**config.mk**
```make
export PLATFORM = sky130hd
export DESIGN_NAME = systolic_tile_ctrl_flat
export DESIGN_NICKNAME = d
export VERILOG_FILES = /design/src/rtl/systolic_tile_ctrl_if.sv /design/src/rtl/systolic_tile_ctrl.sv /design/src/flat_wrapper.sv
export SDC_FILE = /design/constraint.sdc
export NUM_CORES = 1
export LEC_CHECK = 0
export BUFFER_PORTS_ARGS = -buffer_cell sky130_fd_sc_hd__buf_2
export CAP_MARGIN = 10
export CORE_AREA = 2 2 140 142
export DETAILED_ROUTE_END_ITERATION = 12
export DIE_AREA = 0 0 142 144
export PLACE_DENSITY = 0.66
export SYNTH_ARGS = -nofsm -noshare
export SYNTH_HDL_FRONTEND = slang
export SYNTH_SLANG_ARGS = --single-unit
```
**constraint.sdc**
```tcl
create_clock -name clk -period 4.3 [get_ports clk]
set_input_delay 0.43 -clock clk [delete_from_list [all_inputs] [get_ports clk]]
set_output_delay 0.43 -clock clk [all_outputs]
set_load 0.01 [all_outputs]
```
**src/rtl/systolic_tile_ctrl_if.sv**
```systemverilog
// Handshake and buffer-control bundle between the tile sequencer and its
// surroundings (host start request, A/B read ports, C write port, array control).
interface systolic_tile_ctrl_if #(
   parameter int ARRAY_SIZE = 4,
   parameter int ADDR_W     = 16,
   parameter int K_W        = 9
);
   localparam int SEL_W = $clog2(ARRAY_SIZE);

   // host side
   logic                  start;
   logic [K_W-1:0]        k_len;
   logic [ADDR_W-1:0]     a_base;
   logic [ADDR_W-1:0]     b_base;
   logic [ADDR_W-1:0]     c_base;
   logic                  busy;
   logic                  done;

   // PE array and buffer side
   logic                  arr_clear;
   logic                  a_rd_en;
   logic [ADDR_W-1:0]     a_rd_addr;
   logic                  b_rd_en;
   logic [ADDR_W-1:0]     b_rd_addr;
   logic [ARRAY_SIZE-1:0] lane_mask;
   logic                  c_wr_en;
   logic [ADDR_W-1:0]     c_wr_addr;
   logic [SEL_W-1:0]      c_row_sel;

   // sequencer view
   modport master (
      input  start, k_len, a_base, b_base, c_base,
      output busy, done, arr_clear,
      output a_rd_en, a_rd_addr, b_rd_en, b_rd_addr, lane_mask,
      output c_wr_en, c_wr_addr, c_row_sel
   );

   // host / datapath view
   modport slave (
      output start, k_len, a_base, b_base, c_base,
      input  busy, done, arr_clear,
      input  a_rd_en, a_rd_addr, b_rd_en, b_rd_addr, lane_mask,
      input  c_wr_en, c_wr_addr, c_row_sel
   );
endinterface

```
**src/rtl/systolic_tile_ctrl.sv**
```systemverilog
// Sequencer for one output-stationary SxS systolic tile: clear the array,
// stream skewed A/B operand words, wait for the wavefront to drain, then
// write the S result rows to the C buffer and pulse done.
module systolic_tile_ctrl #(
   parameter int ARRAY_SIZE = 4,
   parameter int ADDR_W     = 16,
   parameter int K_W        = 9,
   parameter int PE_LAT     = 2
) (
   input  logic                 clk,
   input  logic                 rst_n,
   systolic_tile_ctrl_if.master ctrl_if
);

   localparam int SEL_W = $clog2(ARRAY_SIZE);
   // wide enough for K + S - 2 and S + PE_LAT - 1
   localparam int CNT_W = K_W + $clog2(ARRAY_SIZE + PE_LAT) + 2;

   generate
      if (ARRAY_SIZE < 2) begin : g_bad_size
         $error("systolic_tile_ctrl: ARRAY_SIZE must be >= 2");
      end
   endgenerate

   typedef enum logic [2:0] {
      ST_IDLE,
      ST_START,
      ST_FEED,
      ST_DRAIN,
      ST_WRITE,
      ST_DONE
   } state_t;

   state_t                state_q;
   logic [K_W-1:0]        k_q;
   logic [ADDR_W-1:0]     a_base_q;
   logic [ADDR_W-1:0]     b_base_q;
   logic [ADDR_W-1:0]     c_base_q;
   logic [CNT_W-1:0]      cnt_q;

   logic                  a_rd_en_q;
   logic [ADDR_W-1:0]     a_rd_addr_q;
   logic                  b_rd_en_q;
   logic [ADDR_W-1:0]     b_rd_addr_q;
   logic [ARRAY_SIZE-1:0] lane_mask_q;
   logic                  c_wr_en_q;
   logic [ADDR_W-1:0]     c_wr_addr_q;
   logic [SEL_W-1:0]      c_row_sel_q;

   logic [CNT_W-1:0]      cnt_d;
   logic [ADDR_W-1:0]     cnt_addr_d;
   logic [ARRAY_SIZE-1:0] feed_mask_d;
   logic [CNT_W-1:0]      feed_last;
   logic [CNT_W-1:0]      drain_last;
   logic [CNT_W-1:0]      write_last;

   // phase end points and the incremented counter in address width
   always_comb begin
      cnt_d      = cnt_q + CNT_W'(1);
      cnt_addr_d = ADDR_W'(cnt_d);
      feed_last  = CNT_W'(k_q) + CNT_W'(ARRAY_SIZE - 2);
      drain_last = CNT_W'(ARRAY_SIZE + PE_LAT - 1);
      write_last = CNT_W'(ARRAY_SIZE - 1);
   end

   // edge lane i carries real data at feed step t iff i <= t < i + K
   always_comb begin
      feed_mask_d = '0;
      for (int unsigned i = 0; i < ARRAY_SIZE; i++) begin
         feed_mask_d[i] = (cnt_q >= CNT_W'(i)) &&
                          (cnt_q <  CNT_W'(i) + CNT_W'(k_q));
      end
   end

   // tile FSM with registered buffer strobes, addresses and lane mask
   always_ff @(posedge clk or negedge rst_n) begin
      if (!rst_n) begin
         state_q     <= ST_IDLE;
         k_q         <= '0;
         a_base_q    <= '0;
         b_base_q    <= '0;
         c_base_q    <= '0;
         cnt_q       <= '0;
         a_rd_en_q   <= 1'b0;
         a_rd_addr_q <= '0;
         b_rd_en_q   <= 1'b0;
         b_rd_addr_q <= '0;
         lane_mask_q <= '0;
         c_wr_en_q   <= 1'b0;
         c_wr_addr_q <= '0;
         c_row_sel_q <= '0;
      end else begin
         // strobes and buses idle unless a state below drives them
         a_rd_en_q   <= 1'b0;
         a_rd_addr_q <= '0;
         b_rd_en_q   <= 1'b0;
         b_rd_addr_q <= '0;
         lane_mask_q <= '0;
         c_wr_en_q   <= 1'b0;
         c_wr_addr_q <= '0;
         c_row_sel_q <= '0;

         unique case (state_q)
            ST_IDLE: begin
               if (ctrl_if.start) begin
                  k_q      <= ctrl_if.k_len;
                  a_base_q <= ctrl_if.a_base;
                  b_base_q <= ctrl_if.b_base;
                  c_base_q <= ctrl_if.c_base;
                  cnt_q    <= '0;
                  state_q  <= ST_START;
               end
            end

            ST_START: begin
               cnt_q <= '0;
               if (k_q != '0) begin
                  a_rd_en_q   <= 1'b1;
                  a_rd_addr_q <= a_base_q;
                  b_rd_en_q   <= 1'b1;
                  b_rd_addr_q <= b_base_q;
                  state_q     <= ST_FEED;
               end else begin
                  // empty reduction: cleared array is written out as zeros
                  c_wr_en_q   <= 1'b1;
                  c_wr_addr_q <= c_base_q;
                  state_q     <= ST_WRITE;
               end
            end

            ST_FEED: begin
               // mask of this read appears next cycle, alongside its data
               lane_mask_q <= feed_mask_d;
               if (cnt_q == feed_last) begin
                  cnt_q   <= '0;
                  state_q <= ST_DRAIN;
               end else begin
                  cnt_q       <= cnt_d;
                  a_rd_en_q   <= 1'b1;
                  a_rd_addr_q <= a_base_q + cnt_addr_d;
                  b_rd_en_q   <= 1'b1;
                  b_rd_addr_q <= b_base_q + cnt_addr_d;
               end
            end

            ST_DRAIN: begin
               if (cnt_q == drain_last) begin
                  cnt_q       <= '0;
                  c_wr_en_q   <= 1'b1;
                  c_wr_addr_q <= c_base_q;
                  state_q     <= ST_WRITE;
               end else begin
                  cnt_q <= cnt_d;
               end
            end

            ST_WRITE: begin
               if (cnt_q == write_last) begin
                  cnt_q   <= '0;
                  state_q <= ST_DONE;
               end else begin
                  cnt_q       <= cnt_d;
                  c_wr_en_q   <= 1'b1;
                  c_wr_addr_q <= c_base_q + cnt_addr_d;
                  c_row_sel_q <= SEL_W'(cnt_d);
               end
            end

            ST_DONE: begin
               state_q <= ST_IDLE;
            end

            default: begin
               state_q <= ST_IDLE;
            end
         endcase
      end
   end

   // status and array clear decode directly from the state register
   assign ctrl_if.busy      = (state_q != ST_IDLE);
   assign ctrl_if.done      = (state_q == ST_DONE);
   assign ctrl_if.arr_clear = (state_q == ST_START);

   assign ctrl_if.a_rd_en   = a_rd_en_q;
   assign ctrl_if.a_rd_addr = a_rd_addr_q;
   assign ctrl_if.b_rd_en   = b_rd_en_q;
   assign ctrl_if.b_rd_addr = b_rd_addr_q;
   assign ctrl_if.lane_mask = lane_mask_q;
   assign ctrl_if.c_wr_en   = c_wr_en_q;
   assign ctrl_if.c_wr_addr = c_wr_addr_q;
   assign ctrl_if.c_row_sel = c_row_sel_q;

endmodule

```
**src/flat_wrapper.sv**
```systemverilog
// flat-port wrapper written by rule: the top's interface ports become plain ports
module systolic_tile_ctrl_flat 
#(
   parameter int ARRAY_SIZE = 4,
   parameter int ADDR_W     = 16,
   parameter int K_W        = 9,
   parameter int PE_LAT     = 2
)
  (clk, rst_n, ctrl_if_start, ctrl_if_k_len, ctrl_if_a_base, ctrl_if_b_base, ctrl_if_c_base, ctrl_if_busy, ctrl_if_done, ctrl_if_arr_clear, ctrl_if_a_rd_en, ctrl_if_a_rd_addr, ctrl_if_b_rd_en, ctrl_if_b_rd_addr, ctrl_if_lane_mask, ctrl_if_c_wr_en, ctrl_if_c_wr_addr, ctrl_if_c_row_sel);
  systolic_tile_ctrl_if #(.ARRAY_SIZE(ARRAY_SIZE), .ADDR_W(ADDR_W), .K_W(K_W)) ctrl_if_i ();
  input  logic clk;
  input  logic rst_n;
  input wire logic [$bits(ctrl_if_i.start)-1:0] ctrl_if_start;
  input wire logic [$bits(ctrl_if_i.k_len)-1:0] ctrl_if_k_len;
  input wire logic [$bits(ctrl_if_i.a_base)-1:0] ctrl_if_a_base;
  input wire logic [$bits(ctrl_if_i.b_base)-1:0] ctrl_if_b_base;
  input wire logic [$bits(ctrl_if_i.c_base)-1:0] ctrl_if_c_base;
  output wire logic [$bits(ctrl_if_i.busy)-1:0] ctrl_if_busy;
  output wire logic [$bits(ctrl_if_i.done)-1:0] ctrl_if_done;
  output wire logic [$bits(ctrl_if_i.arr_clear)-1:0] ctrl_if_arr_clear;
  output wire logic [$bits(ctrl_if_i.a_rd_en)-1:0] ctrl_if_a_rd_en;
  output wire logic [$bits(ctrl_if_i.a_rd_addr)-1:0] ctrl_if_a_rd_addr;
  output wire logic [$bits(ctrl_if_i.b_rd_en)-1:0] ctrl_if_b_rd_en;
  output wire logic [$bits(ctrl_if_i.b_rd_addr)-1:0] ctrl_if_b_rd_addr;
  output wire logic [$bits(ctrl_if_i.lane_mask)-1:0] ctrl_if_lane_mask;
  output wire logic [$bits(ctrl_if_i.c_wr_en)-1:0] ctrl_if_c_wr_en;
  output wire logic [$bits(ctrl_if_i.c_wr_addr)-1:0] ctrl_if_c_wr_addr;
  output wire logic [$bits(ctrl_if_i.c_row_sel)-1:0] ctrl_if_c_row_sel;
  assign ctrl_if_i.start = ctrl_if_start;
  assign ctrl_if_i.k_len = ctrl_if_k_len;
  assign ctrl_if_i.a_base = ctrl_if_a_base;
  assign ctrl_if_i.b_base = ctrl_if_b_base;
  assign ctrl_if_i.c_base = ctrl_if_c_base;
  assign ctrl_if_busy = ctrl_if_i.busy;
  assign ctrl_if_done = ctrl_if_i.done;
  assign ctrl_if_arr_clear = ctrl_if_i.arr_clear;
  assign ctrl_if_a_rd_en = ctrl_if_i.a_rd_en;
  assign ctrl_if_a_rd_addr = ctrl_if_i.a_rd_addr;
  assign ctrl_if_b_rd_en = ctrl_if_i.b_rd_en;
  assign ctrl_if_b_rd_addr = ctrl_if_i.b_rd_addr;
  assign ctrl_if_lane_mask = ctrl_if_i.lane_mask;
  assign ctrl_if_c_wr_en = ctrl_if_i.c_wr_en;
  assign ctrl_if_c_wr_addr = ctrl_if_i.c_wr_addr;
  assign ctrl_if_c_row_sel = ctrl_if_i.c_row_sel;
  systolic_tile_ctrl #(.ARRAY_SIZE(ARRAY_SIZE), .ADDR_W(ADDR_W), .K_W(K_W), .PE_LAT(PE_LAT)) u_core (.clk(clk), .rst_n(rst_n), .ctrl_if(ctrl_if_i));
endmodule
```
## Yosys cells after proc, flatten, opt, wreduce, memory -nomap -nowiden

Cells that the tools add are included.

| word-level totals | value |
|---|---|
| register bits | 130 |
| word-level logic and storage cells | 82 |

| cells by class | value |
|---|---|
| $add $sub $neg | 7 |
| order comparisons | 8 |
| eq/ne operators | 12 |
| muxes and demuxes | 31 |
| reduce and logical (&&, ||, !) cells | 11 |

Operator list:

| kind | number |
|---|---|
| 16-bit two-way mux | 7 |
| 14-bit case mux with 5 select lines | 1 |
| 16-bit case mux with 2 select lines | 2 |
| 14-bit two-way mux | 4 |
| 16-bit by 14-bit adder with 16-bit output | 3 |
| 16-bit case mux with 3 select lines | 1 |
| 14-bit less-than comparator | 3 |
| 14-bit by 1-bit >= comparator with 1-bit output (second input constant) | 2 |
| 14-bit by 2-bit >= comparator with 1-bit output (second input constant) | 2 |
| 3-bit two-way mux | 5 |
| 3-bit case mux with 5 select lines | 1 |
| 14-bit by 1-bit adder with 14-bit output (second input constant) | 1 |
| 14-bit == test | 1 |
| 14-bit by 2-bit == test with 1-bit output (second input constant) | 1 |
| 14-bit by 3-bit == test with 1-bit output (second input constant) | 1 |
| 14-bit by 9-bit less-than comparator with 1-bit output | 1 |
| 1-bit by 9-bit adder with 10-bit output (first input constant) | 1 |
| 2-bit by 9-bit adder with 10-bit output (first input constant) | 1 |
| 9-bit by 2-bit adder with 10-bit output (second input constant) | 1 |
| 9-bit nonzero test | 1 |
| 3-bit by 2-bit == test with 1-bit output (second input constant) | 2 |
| 3-bit == test (second input constant) | 2 |
| 2-bit by 1-bit inequality test with 1-bit output (second input constant) | 3 |
| 1-bit two-way mux | 5 |
| 12 further kinds | 17 |

## Logic depth before layout (Yosys ltp)

| logic depth | value |
|---|---|
| word-level depth | 4 |
| gate-level depth with buffers | 15 |
| mapped depth without buffers | 12 |

## Worst setup path after synthesis

No wires, ideal clock.

| timing | value |
|---|---|
| path kind | reg-to-reg |
| start | register u_core.cnt_q[2] |
| end | register u_core.a_rd_addr_q[14], in the netlist u_core.ctrl_if.a_rd_addr[14] |
| library setup time | 0.116 ns |
| arrival time | 2.956 ns |
| required time | 4.184 ns |
| setup slack | 1.228 ns |
| cell stages (with the launch flop) | 13 |
| path buffers | 1 |
| cells stage by stage | dfrtp_1 > clkbuf_1 > nand2_1 > nor2_1 > nand2_1 > xnor2_1 > ha_1 > a21oi_1 > o22ai_1 > a31oi_1 > o21ai_0 > or4_1 > o311ai_0 |

| on the way | value |
|---|---|
| word-level cells in the longest chain between the ends | 4 |
| elaborated cells between the ends (all ways) | 5 |

Ends and longest elaborated chain:

| item | RTL line | text |
|---|---|---|
| start: declaration | systolic_tile_ctrl.sv:39 | `logic [CNT_W-1:0] cnt_q;` |
| start signal: assignment | systolic_tile_ctrl.sv:138 | `cnt_q <= cnt_d;` |
| start signal: assignment | systolic_tile_ctrl.sv:153 | `cnt_q <= cnt_d;` |
| start signal: assignment | systolic_tile_ctrl.sv:162 | `cnt_q <= cnt_d;` |
| 14-bit by 1-bit adder with 14-bit output | systolic_tile_ctrl.sv:59 | `cnt_d = cnt_q + CNT_W'(1);` |
| 16-bit by 14-bit adder with 16-bit output | systolic_tile_ctrl.sv:140 | `a_rd_addr_q <= a_base_q + cnt_addr_d;` |
| 16-bit two-way mux (*) | systolic_tile_ctrl.sv:134 | `if (cnt_q == feed_last) begin` |
| 16-bit case mux with 2 select lines (*) | systolic_tile_ctrl.sv:103 | `unique case (state_q)` |
| end signal: assignment | systolic_tile_ctrl.sv:119 | `a_rd_addr_q <= a_base_q;` |
| end signal: assignment | systolic_tile_ctrl.sv:140 |  |
| end: declaration | systolic_tile_ctrl.sv:42 | `logic [ADDR_W-1:0] a_rd_addr_q;` |

Mark *: on every way between the ends. The rest lies on a longest branch, timed or not.
A chain may end at the register's enable or synchronous reset.

## Final worst setup path

| timing | value |
|---|---|
| start | register u_core.cnt_q[1] |
| end | register u_core.b_rd_addr_q[13], in the netlist u_core.ctrl_if.b_rd_addr[13] |

| on the way | value |
|---|---|
| word-level cells in the longest chain between the ends | 4 |
| elaborated cells between the ends (all ways) | 5 |

Ends and longest elaborated chain:

| item | RTL line | text |
|---|---|---|
| 14-bit by 1-bit adder with 14-bit output | systolic_tile_ctrl.sv:59 |  |
| 16-bit by 14-bit adder with 16-bit output | systolic_tile_ctrl.sv:142 | `b_rd_addr_q <= b_base_q + cnt_addr_d;` |
| 16-bit two-way mux (*) | systolic_tile_ctrl.sv:134 |  |
| 16-bit case mux with 2 select lines (*) | systolic_tile_ctrl.sv:103 |  |
| end signal: assignment | systolic_tile_ctrl.sv:121 | `b_rd_addr_q <= b_base_q;` |
| end signal: assignment | systolic_tile_ctrl.sv:142 |  |
| end: declaration | systolic_tile_ctrl.sv:44 | `logic [ADDR_W-1:0] b_rd_addr_q;` |

Marks and branches as above.

==> flow_summary_export.csv <==
group,metric,value,unit
route,wl,21320,microns
final_layout,final_cell_mix,"130 x dfrtp_1, 118 x buf_2, 92 x ha_1, 84 x nand2_1, 73 x o21ai_0",
worst_setup_path,slowest_delay,0.56,ns
final_layout,layout-drive-gt1-share,22.59,%
sta,fmax,262.1,MHz
sta,worst_slew_pin_slew,0.9503,ns
yosys,synth.largest_area_cell,"dfrtp_1",
route,via_count,6800,
clock_tree,clockBufferDepth,2,
placed_design,dp.cells,1182,
yosys,syn_nets,998,
status,run_status,"complete, no violations",
final_layout,stdcell_count,1212,
yosys,synthCells,843,
min_path,hold_path_class,"in2async",
yosys,synth_edf_count,0,
worst_setup_path,crit_arrival,4.14,ns
yosys,synth_area,0.008357,sq mm
route,drt-initial-drc-count,424,
sta,finClkSkew,0.01049,ns
worst_setup_path,path_cells,"ha_1, nand3_1, nor2_1, nand3_1, xnor2_1, ha_1, a21oi_1, a21boi_0, a2bb2oi_1, a41oi_1, o21a_1, o31ai_1",
final_layout,final_common_cell,"dfrtp_1",
sta,rsz0062_at_grt,"no",
worst_setup_path,cp_data_required_time,4.62,ns
floorplan,pin_count,120,
clock_tree,cts_max_level,4,
power,power_density,732.5,mW/mm^2
sta,fin_crit,3.815,ns
yosys,ys_seq_elements,130,
grt,overflow,0,
yosys,netlist.area_leader.share,38.93,%
yosys,netlist_top_cells_area,"dfrtp_1 39%, ha_1 14%, mux2_2 6.2%",
yosys,seq_area_frac_synth,38.93,%
clock_tree,ctsHoldBuffers,0,
sta,post-route-period-util,88.73,%
grt,antenna_found_initial,0,
route,routed_via_density,5.611,
placed_design,hpwl,15510,microns
yosys,synth_top_flop_cell,"dfrtp_1",
worst_setup_path,startpoint_type,"flip-flop",
floorplan,die_x,142,microns
grt,grt_pass1_vias,6501,
route,drc,0,
floorplan,core-area,0.01908,sq mm
clock_tree,numClockSinks,130,
sta,hold_viol_final,0,
clock_tree,cts_tree,"built",
yosys,ys_types,61,
power,p_leak,4.655,nW
worst_setup_path,crit_path_top_delay_cell,"xnor2_1",
sta,setup-tns-final,0,ns
route,wl_per_cell,17.59,microns
yosys,async_reset_ff_share,100.0,%
final_layout,post-route-util,51.25,%
grt,grt_max_degree,106,
placed_design,gp_congestion,0.8857,
clock_tree,cts-root-buf,"clkbuf_16",
final_layout,num_antenna_cells,0,
route,firstDrtPassIters,5,
clock_tree,clkTransAtPathRegs,0.06,ns
worst_setup_path,path_class,"reg2reg",
power,max-vdd-ir-drop,0.2294,mV
worst_setup_path,crit_path_max_fanout,10,
final_layout,syn_to_final_growth,17.01,%
yosys,synth_area_per_cell,9.913,sq um
route,antenna_left,0,
placed_design,preCtsSetupSlack,0.5737,ns
floorplan,die-area,0.02045,sq mm
floorplan,initial_core_util,43.80,%
grt,grt_pass1_wl,33870,microns
sta,slew_violations,0,
flow_run,drv_cap,0,
floorplan,die_h,144,microns
clock_tree,cts_resized,0,
clock_tree,post_cts_buffers,0,
sta,setup_viol,0,
worst_setup_path,crit_path_end_kind,"flip-flop",
grt,grt_use_total,21.36,%
sta,max_slew_margin,36.19,%
floorplan,rows,51,
final_layout,nNetsFinal,1118,
sta,fin_ws,0.4848,ns
clock_tree,clock_latency,0.42,ns
sta,whs,0.1457,ns
placed_design,port_buffers,119,
clock_tree,cts_made_buffers,17,
final_layout,nFillCells,1726,
yosys,yosysWarnings,0,
## sequential cells by signal (all words and copies together), names as in the netlist
signal	flops
u_core.ctrl_if.a_rd_addr	16
u_core.cnt_q	14
u_core.k_q	9
u_core.b_base_q	16
u_core.ctrl_if.b_rd_addr	16
u_core.ctrl_if.lane_mask	4
u_core.a_base_q	16
u_core.ctrl_if.c_wr_en	1
u_core.ctrl_if.a_rd_en	1
u_core.ctrl_if.c_wr_addr	16
u_core.state_q	3
u_core.ctrl_if.c_row_sel	2
u_core.c_base_q	16
## per-stage QoR
step,power [mW],area [sq um]
2_1_floorplan,4.788,8357
3_3_place_gp,5.744,9228
3_5_place_dp,5.799,9228
4_1_cts,7.206,9778
5_1_grt,7.768,9778
6_report,7.162,9778
## power by group
part           internal [mW]  switching (mW)  total [mW]
Combinational           1.61            2.04        3.65
Clock                  0.804           0.561        1.36
Sequential              1.69           0.457        2.15
Total                   4.10            3.06        7.16
## cell usage after synthesis (4+ instances only)
cell type	count
xor2_1	18
nor2_1	40
and4_1	5
xnor2_1	45
nor4_1	5
a22o_1	17
a31oi_1	11
nor2b_1	10
o21bai_1	4
dfrtp_1	130
a211oi_1	10
ha_1	92
o211ai_1	7
nand3_1	19
buf_2	6
clkbuf_1	19
a21oi_1	48
a21o_1	14
nand2_1	84
nand4_1	8
o311ai_0	4
and3_1	6
mux2_2	46
nand2b_1	8
o21ai_0	73
o21a_1	14
nor3_1	12
inv_1	26
## area by class of cell
cell class	count	area, sq um	area share [%]
sequential	130	3253	33.27
clock inverter	12	111.4	1.139
clock buffer	18	439.2	4.491
inverter	30	112.6	1.152
timing repair buffer	129	689.4	7.051
multi-input combinational	655	4875	49.85
tap	238	297.8	3.045
## path summary, 6_finish.rpt
kind | startpoint | endpoint | slack (ns) | depth (start not counted)
worst min register to register | u_core.a_base_q[13] | u_core.ctrl_if.a_rd_addr[13] | 0.52 | 2
worst min-delay path | rst_n | u_core.ctrl_if.a_rd_addr[1] | 0.15 | 1
worst max register to register | u_core.cnt_q[1] | u_core.ctrl_if.b_rd_addr[13] | 0.48 | 12
max in group asynchronous | rst_n | u_core.state_q[0] | 3.25 | 2
min in group clk | ctrl_if_c_base[1] | u_core.c_base_q[1] | 0.20 | 3
worst max-delay path | u_core.cnt_q[1] | u_core.ctrl_if.b_rd_addr[13] | 0.48 | 12
## cells by family after synthesis
family / after synthesis / synth area share [%]
AOI/OAI and AO/OA: 233 / 18.06
xor gates and xnor gates: 63 / 6.603
adders and majority gates: 95 / 14.49
buffers and inverters: 58 / 2.920
DFF: 130 / 38.93
muxes: 46 / 6.199
and+or+nand+nor: 218 / 12.80
## routing by layer
layer  wire length (microns)  global-route usage (%)
met5                       0                       0
met4                     584                   7.737
met3                    1143                   5.298
met2                    9734                   34.25
met1                    9854                   28.15
## worst max-delay path, delay by kind of cell (launching register included)
kind                     cells  cell delay, ns
AND/OR/NAND/NOR              3            0.53
adder cells (fa/ha/maj)      2            0.72
flip-flops                   1            0.55
AO/OA/AOI/OAI                6            1.37
XOR/XNOR                     1            0.56
(Power assumes the default switching activity.)
